===== src/rtl/ldpc_layer_scheduler_if.sv =====
// Scheduler <-> controller/row-unit bundle.
// master: drives start/max_iter/early_stop; slave: the scheduler.
interface ldpc_layer_scheduler_if #(
  parameter int LAYERBITS = 1,
  parameter int ADDRWIDTH = 5,
  parameter int ITERBITS  = 5
);
  logic                 start;
  logic [ITERBITS-1:0]  max_iter;
  logic                 early_stop;
  logic [LAYERBITS-1:0] rdlayer;
  logic [ADDRWIDTH-1:0] rdaddress;
  logic                 rden_LLR;
  logic                 rden_E;
  logic [ITERBITS-1:0]  iter_count;
  logic                 busy;
  logic                 done;
  logic                 stopped_early;

  modport master (
    output start, max_iter, early_stop,
    input  rdlayer, rdaddress, rden_LLR, rden_E,
    input  iter_count, busy, done, stopped_early
  );

  modport slave (
    input  start, max_iter, early_stop,
    output rdlayer, rdaddress, rden_LLR, rden_E,
    output iter_count, busy, done, stopped_early
  );
endinterface


===== src/rtl/ldpc_layer_scheduler.sv =====
// Layered LDPC read sequencer: walks layers/addresses with hazard gaps.
// Ports: clk, rst (sync, active-low), bus (slave modport of the _if).
module ldpc_layer_scheduler #(
  parameter int LAYERS     = 2,
  parameter int LAYERBITS  = 1,
  parameter int ADDRWIDTH  = 5,
  parameter int ADDRDEPTH  = 20,
  parameter int HAZARD_GAP = 11,
  parameter int ITERBITS   = 5
) (
  input logic clk,
  input logic rst,
  ldpc_layer_scheduler_if.slave bus
);

  localparam int GAPW = $clog2(HAZARD_GAP + 1);

  typedef enum logic [2:0] {
    IDLE, READ, GAP, DRAIN, DONE
  } state_t;

  state_t               state_q, state_d;
  logic [LAYERBITS-1:0] layer_q, layer_d;
  logic [ADDRWIDTH-1:0] addr_q, addr_d;
  logic [GAPW-1:0]      gap_q, gap_d;
  logic [ITERBITS-1:0]  iter_q, iter_d;
  logic [ITERBITS-1:0]  maxit_q, maxit_d;
  logic                 stop_q, stop_d;

  logic [LAYERBITS-1:0] rdlayer_q, rdlayer_d;
  logic [ADDRWIDTH-1:0] rdaddr_q, rdaddr_d;
  logic                 rden_llr_q, rden_llr_d;
  logic                 rden_e_q, rden_e_d;
  logic                 busy_q, busy_d;
  logic                 done_q, done_d;

  logic addr_last, layer_last, gap_last, iter_last;

  assign addr_last  = addr_q == ADDRWIDTH'(ADDRDEPTH - 1);
  assign layer_last = layer_q == LAYERBITS'(LAYERS - 1);
  assign gap_last   = gap_q == GAPW'(HAZARD_GAP - 1);
  assign iter_last  = iter_q == maxit_q - ITERBITS'(1);

  always_comb begin
    state_d = state_q;
    layer_d = layer_q;
    addr_d  = addr_q;
    gap_d   = gap_q;
    iter_d  = iter_q;
    maxit_d = maxit_q;
    stop_d  = stop_q;
    unique case (state_q)
      IDLE: begin
        if (bus.start) begin
          state_d = READ;
          maxit_d = (bus.max_iter == '0) ? ITERBITS'(1)
                                         : bus.max_iter;
          layer_d = '0;
          addr_d  = '0;
          iter_d  = '0;
          stop_d  = 1'b0;
        end
      end
      READ: begin
        if (addr_last) begin
          gap_d   = '0;
          state_d = layer_last ? DRAIN : GAP;
        end else begin
          addr_d = addr_q + ADDRWIDTH'(1);
        end
      end
      GAP: begin
        if (gap_last) begin
          state_d = READ;
          layer_d = layer_q + LAYERBITS'(1);
          addr_d  = '0;
        end else begin
          gap_d = gap_q + GAPW'(1);
        end
      end
      DRAIN: begin
        if (!gap_last) begin
          gap_d = gap_q + GAPW'(1);
        end else if (bus.early_stop) begin
          state_d = DONE;
          stop_d  = 1'b1;
        end else if (iter_last) begin
          state_d = DONE;
          stop_d  = 1'b0;
        end else begin
          state_d = READ;
          iter_d  = iter_q + ITERBITS'(1);
          layer_d = '0;
          addr_d  = '0;
        end
      end
      DONE:    state_d = IDLE;
      default: state_d = IDLE;
    endcase
  end

  // Outputs are registered from next-state so a beat appears in the
  // same cycle the FSM sits in READ for it.
  always_comb begin
    rden_llr_d = state_d == READ;
    rden_e_d   = rden_llr_d && (iter_d != '0);
    rdlayer_d  = rden_llr_d ? layer_d : rdlayer_q;
    rdaddr_d   = rden_llr_d ? addr_d : rdaddr_q;
    busy_d     = (state_d == READ) || (state_d == GAP) ||
                 (state_d == DRAIN);
    done_d     = state_d == DONE;
  end

  always_ff @(posedge clk) begin
    if (!rst) begin
      state_q    <= IDLE;
      layer_q    <= '0;
      addr_q     <= '0;
      gap_q      <= '0;
      iter_q     <= '0;
      maxit_q    <= '0;
      stop_q     <= 1'b0;
      rdlayer_q  <= '0;
      rdaddr_q   <= '0;
      rden_llr_q <= 1'b0;
      rden_e_q   <= 1'b0;
      busy_q     <= 1'b0;
      done_q     <= 1'b0;
    end else begin
      state_q    <= state_d;
      layer_q    <= layer_d;
      addr_q     <= addr_d;
      gap_q      <= gap_d;
      iter_q     <= iter_d;
      maxit_q    <= maxit_d;
      stop_q     <= stop_d;
      rdlayer_q  <= rdlayer_d;
      rdaddr_q   <= rdaddr_d;
      rden_llr_q <= rden_llr_d;
      rden_e_q   <= rden_e_d;
      busy_q     <= busy_d;
      done_q     <= done_d;
    end
  end

  assign bus.rdlayer       = rdlayer_q;
  assign bus.rdaddress     = rdaddr_q;
  assign bus.rden_LLR      = rden_llr_q;
  assign bus.rden_E        = rden_e_q;
  assign bus.iter_count    = iter_q;
  assign bus.busy          = busy_q;
  assign bus.done          = done_q;
  assign bus.stopped_early = stop_q;

endmodule

===== src/flat_wrapper.sv =====
// flat-port wrapper written by rule: the top's interface ports become plain ports
module ldpc_layer_scheduler_flat 
#(
  parameter int LAYERS     = 2,
  parameter int LAYERBITS  = 1,
  parameter int ADDRWIDTH  = 5,
  parameter int ADDRDEPTH  = 20,
  parameter int HAZARD_GAP = 11,
  parameter int ITERBITS   = 5
)
  (clk, rst, bus_start, bus_max_iter, bus_early_stop, bus_rdlayer, bus_rdaddress, bus_rden_LLR, bus_rden_E, bus_iter_count, bus_busy, bus_done, bus_stopped_early);
  ldpc_layer_scheduler_if #(.LAYERBITS(LAYERBITS), .ADDRWIDTH(ADDRWIDTH), .ITERBITS(ITERBITS)) bus_i ();
  input logic clk;
  input logic rst;
  input wire logic [$bits(bus_i.start)-1:0] bus_start;
  input wire logic [$bits(bus_i.max_iter)-1:0] bus_max_iter;
  input wire logic [$bits(bus_i.early_stop)-1:0] bus_early_stop;
  output wire logic [$bits(bus_i.rdlayer)-1:0] bus_rdlayer;
  output wire logic [$bits(bus_i.rdaddress)-1:0] bus_rdaddress;
  output wire logic [$bits(bus_i.rden_LLR)-1:0] bus_rden_LLR;
  output wire logic [$bits(bus_i.rden_E)-1:0] bus_rden_E;
  output wire logic [$bits(bus_i.iter_count)-1:0] bus_iter_count;
  output wire logic [$bits(bus_i.busy)-1:0] bus_busy;
  output wire logic [$bits(bus_i.done)-1:0] bus_done;
  output wire logic [$bits(bus_i.stopped_early)-1:0] bus_stopped_early;
  assign bus_i.start = bus_start;
  assign bus_i.max_iter = bus_max_iter;
  assign bus_i.early_stop = bus_early_stop;
  assign bus_rdlayer = bus_i.rdlayer;
  assign bus_rdaddress = bus_i.rdaddress;
  assign bus_rden_LLR = bus_i.rden_LLR;
  assign bus_rden_E = bus_i.rden_E;
  assign bus_iter_count = bus_i.iter_count;
  assign bus_busy = bus_i.busy;
  assign bus_done = bus_i.done;
  assign bus_stopped_early = bus_i.stopped_early;
  ldpc_layer_scheduler #(.LAYERS(LAYERS), .LAYERBITS(LAYERBITS), .ADDRWIDTH(ADDRWIDTH), .ADDRDEPTH(ADDRDEPTH), .HAZARD_GAP(HAZARD_GAP), .ITERBITS(ITERBITS)) u_core (.clk(clk), .rst(rst), .bus(bus_i));
endmodule

===== config.mk =====
export PLATFORM = sky130hd
export DESIGN_NAME = ldpc_layer_scheduler_flat
export DESIGN_NICKNAME = d
export VERILOG_FILES = /design/src/rtl/ldpc_layer_scheduler_if.sv /design/src/rtl/ldpc_layer_scheduler.sv /design/src/flat_wrapper.sv
export SDC_FILE = /design/constraint.sdc
export NUM_CORES = 1
export LEC_CHECK = 0
export ABC_CLOCK_PERIOD_IN_PS = 4100
export BUFFER_PORTS_ARGS = -buffer_cell sky130_fd_sc_hd__buf_4
export CAP_MARGIN = 20
export CORE_UTILIZATION = 25
export DETAILED_ROUTE_END_ITERATION = 16
export PLACE_DENSITY = 0.45
export SLEW_MARGIN = 10
export SYNTH_ARGS = -nofsm -noshare
export SYNTH_HDL_FRONTEND = slang
export SYNTH_SLANG_ARGS = --single-unit

===== constraint.sdc =====
create_clock -name clk -period 4.1 [get_ports clk]
set_input_delay 0.615 -clock clk [delete_from_list [all_inputs] [get_ports clk]]
set_output_delay 0.615 -clock clk [all_outputs]
set_load 0.02 [all_outputs]

==> impl_results.md <==
- Status: complete, no violations
- WS Path Type: flop to flop
- CTS HTree Levels: 2
- Final setup fails: 0
- Drt initial violations: 71
- CTS resizes: 0
- Max Clock Freq: slightly above 400 MHz
- Dpl cell area: 2107 um^2
- Die H: slightly below 90 um
- Post-Place Worst Slack: 1.668 ns
- Worst r2r path cells: 8
- Post-CTS setup buffers: 0
- Row count: 31
- Static Leak: 0.8556 nW
- EDFF count, synth: 0
- Clock buffer depth: 2
- Total Routing Usage GR: 0.1316
- Capturing point of the worst reg2reg path: u_core.bus.rden_E
- Worst hold path class: flop to flop
- RSZ-0062 raised after global routing: false
- Final hold violations: 0
- Yosys warns: 0
- Avg Vias per Cell: 4.788
- Worst Hold Path EP: u_core.bus.rdaddress[1]
- Reg area: approximately 680 um^2
- Setup TNS: 0 ns
- Power per cell area: 294.2 nW/um^2
- GPL Wtd Cong: between 0.7 and 0.8
- Multi-input gate area: between 1000 and 1500 um^2
- Mapped Area: 1854 um^2
- Hold Path Depth: 2
- Max stage delay on crit path: roughly 0.47 ns
- Netlist cell types: 53
- Clk sinks: 34
- CP Data Arrival Time: 2.58 ns
- Layout area overhead: 17.88%
- Crit path time final: 2.414 ns
- Core area: slightly above 7000 um^2
- Die Wd: ~88 um
- Hold path startpoint: u_core.bus.rdaddress[1]
- # fillers: 817
- Worst path cell trace: inv_1, ha_1, xnor2_1, a211oi_1, o311a_1, or4_1, nand3_1, o311a_1
- Worst R2R Start: u_core.maxit_q[0]
- Pwr Total: approximately 0.64 mW
- Remaining global-route overflow: 0
- Global-route wire length before repair: between 7 and 8 mm
- Syn Nets: ~240
- Slowest CP cell: o311a_1
- Fin area: 2186 um^2
- Setup ws final: 1.686 ns
- Routed WL: about 4.5 mm
- Clk slew on worst S/H paths: roughly 0.070 ns
- Root buf cell: clkbuf_8
- Hold_buf cts: 0
- Share of layout cells above drive strength 1: 0.1633
- Critical path startpoint category: flop
- Worst slew pin tran: 0.6288 ns
- Ant. Diodes: 0
- Routed wire per std cell: ~13 um
- Port bufs: 24
- Io pins: 25
- Number of buffers created by CTS: 5
- FFs w/ async S/R, synth: 0
- Cells after Synth: approximately 220
- DR pass1 iterations: 4
- Fin crit share: 0.5888
- Critical Path RT: about 4.3 ns
- Worst-skew pair later-pin latency: about 0.28 ns
- Setup Skew: 0.004983 ns
- Max_cap viols: 0
- Slew HR: 0.5783
- Die area: about 7800 um^2
- CTS tree: yes
- Largest net degree at the start of global routing: 37
- Worst R2R Setup Slack: between 1.5 and 2 ns
- Peak fanout along the critical path: 10
- Most frequent cells in the layout: 34 x dfxtp_1, 32 x nand2_1, 24 x buf_4
- Initial antenna violation count: 0
- DR vias: 1,647
- Register area share after synthesis: 0.3671
- Synth Flop Type: dfxtp_1
- Vias in the first global route: 1,603
- Drt drc: 0
- Antenna-violating nets left: 0
- Most Frequent Cell on Critical Path: o311a_1
- Number of synthesized register bits: 34
- Nets@finish: roughly 260
- Commonest non-fill, non-tap cell in the layout: dfxtp_1
- Initial Util: 0.2570
- Peak VDD IR: around 0.16 mV
- Mean Syn Cell Area: approximately 8.3 um^2
- Fin. max-slew vios: 0
- Crit end category: flop
- Final Util: 0.3030
- Hpwl dp: between 3 and 4 mm
## cell families (layout without fill, tap and decap cells)
kind of cell / after synthesis / count (layout) / synth area share
simple gates: 94 / 94 / 0.2645
fa+ha+maj: 5 / 5 / 0.03374
mux: 3 / 3 / 0.01754
flops: 34 / 34 / 0.3671
buf+inv: 18 / 39 / 0.04386
xor+xnor: 10 / 10 / 0.04723
compound gates: 60 / 60 / 0.2260
## report_power, final
group	internal, mW	total, mW	switching, mW
registers	0.338	0.345	0.00756
logic	0.0274	0.0665	0.0391
clock network	0.114	0.231	0.117
total	0.479	0.643	0.164
## worst max path at each step
stage | start | end | slack [ns] | cells after the start
after global routing | u_core.maxit_q[0] | u_core.bus.rden_E | 1.45 | 8
final | u_core.maxit_q[0] | u_core.bus.rden_E | 1.69 | 8
after floorplan | u_core.maxit_q[0] | u_core.bus.rden_E | 2.01 | 9
after CTS | u_core.maxit_q[0] | u_core.bus.rden_E | 1.66 | 8
after detailed placement | u_core.maxit_q[0] | u_core.bus.rden_E | 1.67 | 8
after global placement | bus_start | u_core.bus.rden_E | 1.66 | 7
## area by class of cell
class	count	share of cell area
tap	99	0.05667
clock inverter	2	0.004579
sequential	34	0.3114
timing repair buffer	24	0.08243
clock buffer	5	0.03148
multi-input combinational	172	0.4997
inverter	8	0.01374
## registers in the layout, summed over array words and instances, names as in the netlist
signal                    cells
u_core.bus.rdaddress          5
u_core.addr_q                 5
u_core.bus.busy               1
u_core.bus.rden_LLR           1
u_core.bus.rden_E             1
u_core.bus.stopped_early      1
u_core.state_q                3
u_core.bus.done               1
u_core.gap_q                  4
u_core.maxit_q                5
u_core.bus.iter_count         5
u_core.layer_last             1
u_core.bus.rdlayer            1
## routing by layer
| metal | vias to the layer above | part of all wire | global-route usage |
|---|---|---|---|
| met1 | 757 | 0.47 | 0.1711 |
| li1 | 845 | - | - |
| met2 | 39 | 0.46 | 0.2079 |
| met3 | 6 | 0.046 | 0.03393 |
| met5 | - | 0 | 0 |
| met4 | 0 | 0.017 | 0.05279 |
## stage by stage
step / hold WS [ns] / instances
3_5_place_dp: 0.4489 / 337
4_1_cts: 0.4663 / 344
3_3_place_gp: 0.4619 / 337
2_1_floorplan: 0.4451 / 224
6_report: 0.4662 / 344
5_1_grt: 0.4836 / 344
## Yosys cell counts (5+ instances only)
| cell type | n | share of area |
|---|---|---|
| a21boi_0 | 8 | 0.032 |
| a21oi_1 | 7 | 0.019 |
| and2_1 | 7 | 0.024 |
| clkbuf_1 | 6 | 0.012 |
| dfxtp_1 | 34 | 0.37 |
| ha_1 | 5 | 0.034 |
| inv_1 | 8 | 0.016 |
| nand2_1 | 32 | 0.065 |
| nand3_1 | 10 | 0.027 |
| nor2_1 | 13 | 0.026 |
| nor3_1 | 5 | 0.013 |
| o21ai_0 | 13 | 0.035 |
| xor2_1 | 6 | 0.028 |
## critical path, delay by kind of cell, from the launching register on
kind | cells | cell delay, ns
adder cells (fa/ha/maj) | 1 | 0.30
AO/OA/AOI/OAI | 3 | 1.17
XOR/XNOR | 1 | 0.13
flip-flops | 1 | 0.37
buffers and inverters | 1 | 0.07
AND/OR/NAND/NOR | 2 | 0.25
Power figures use the tool's default switching activity.
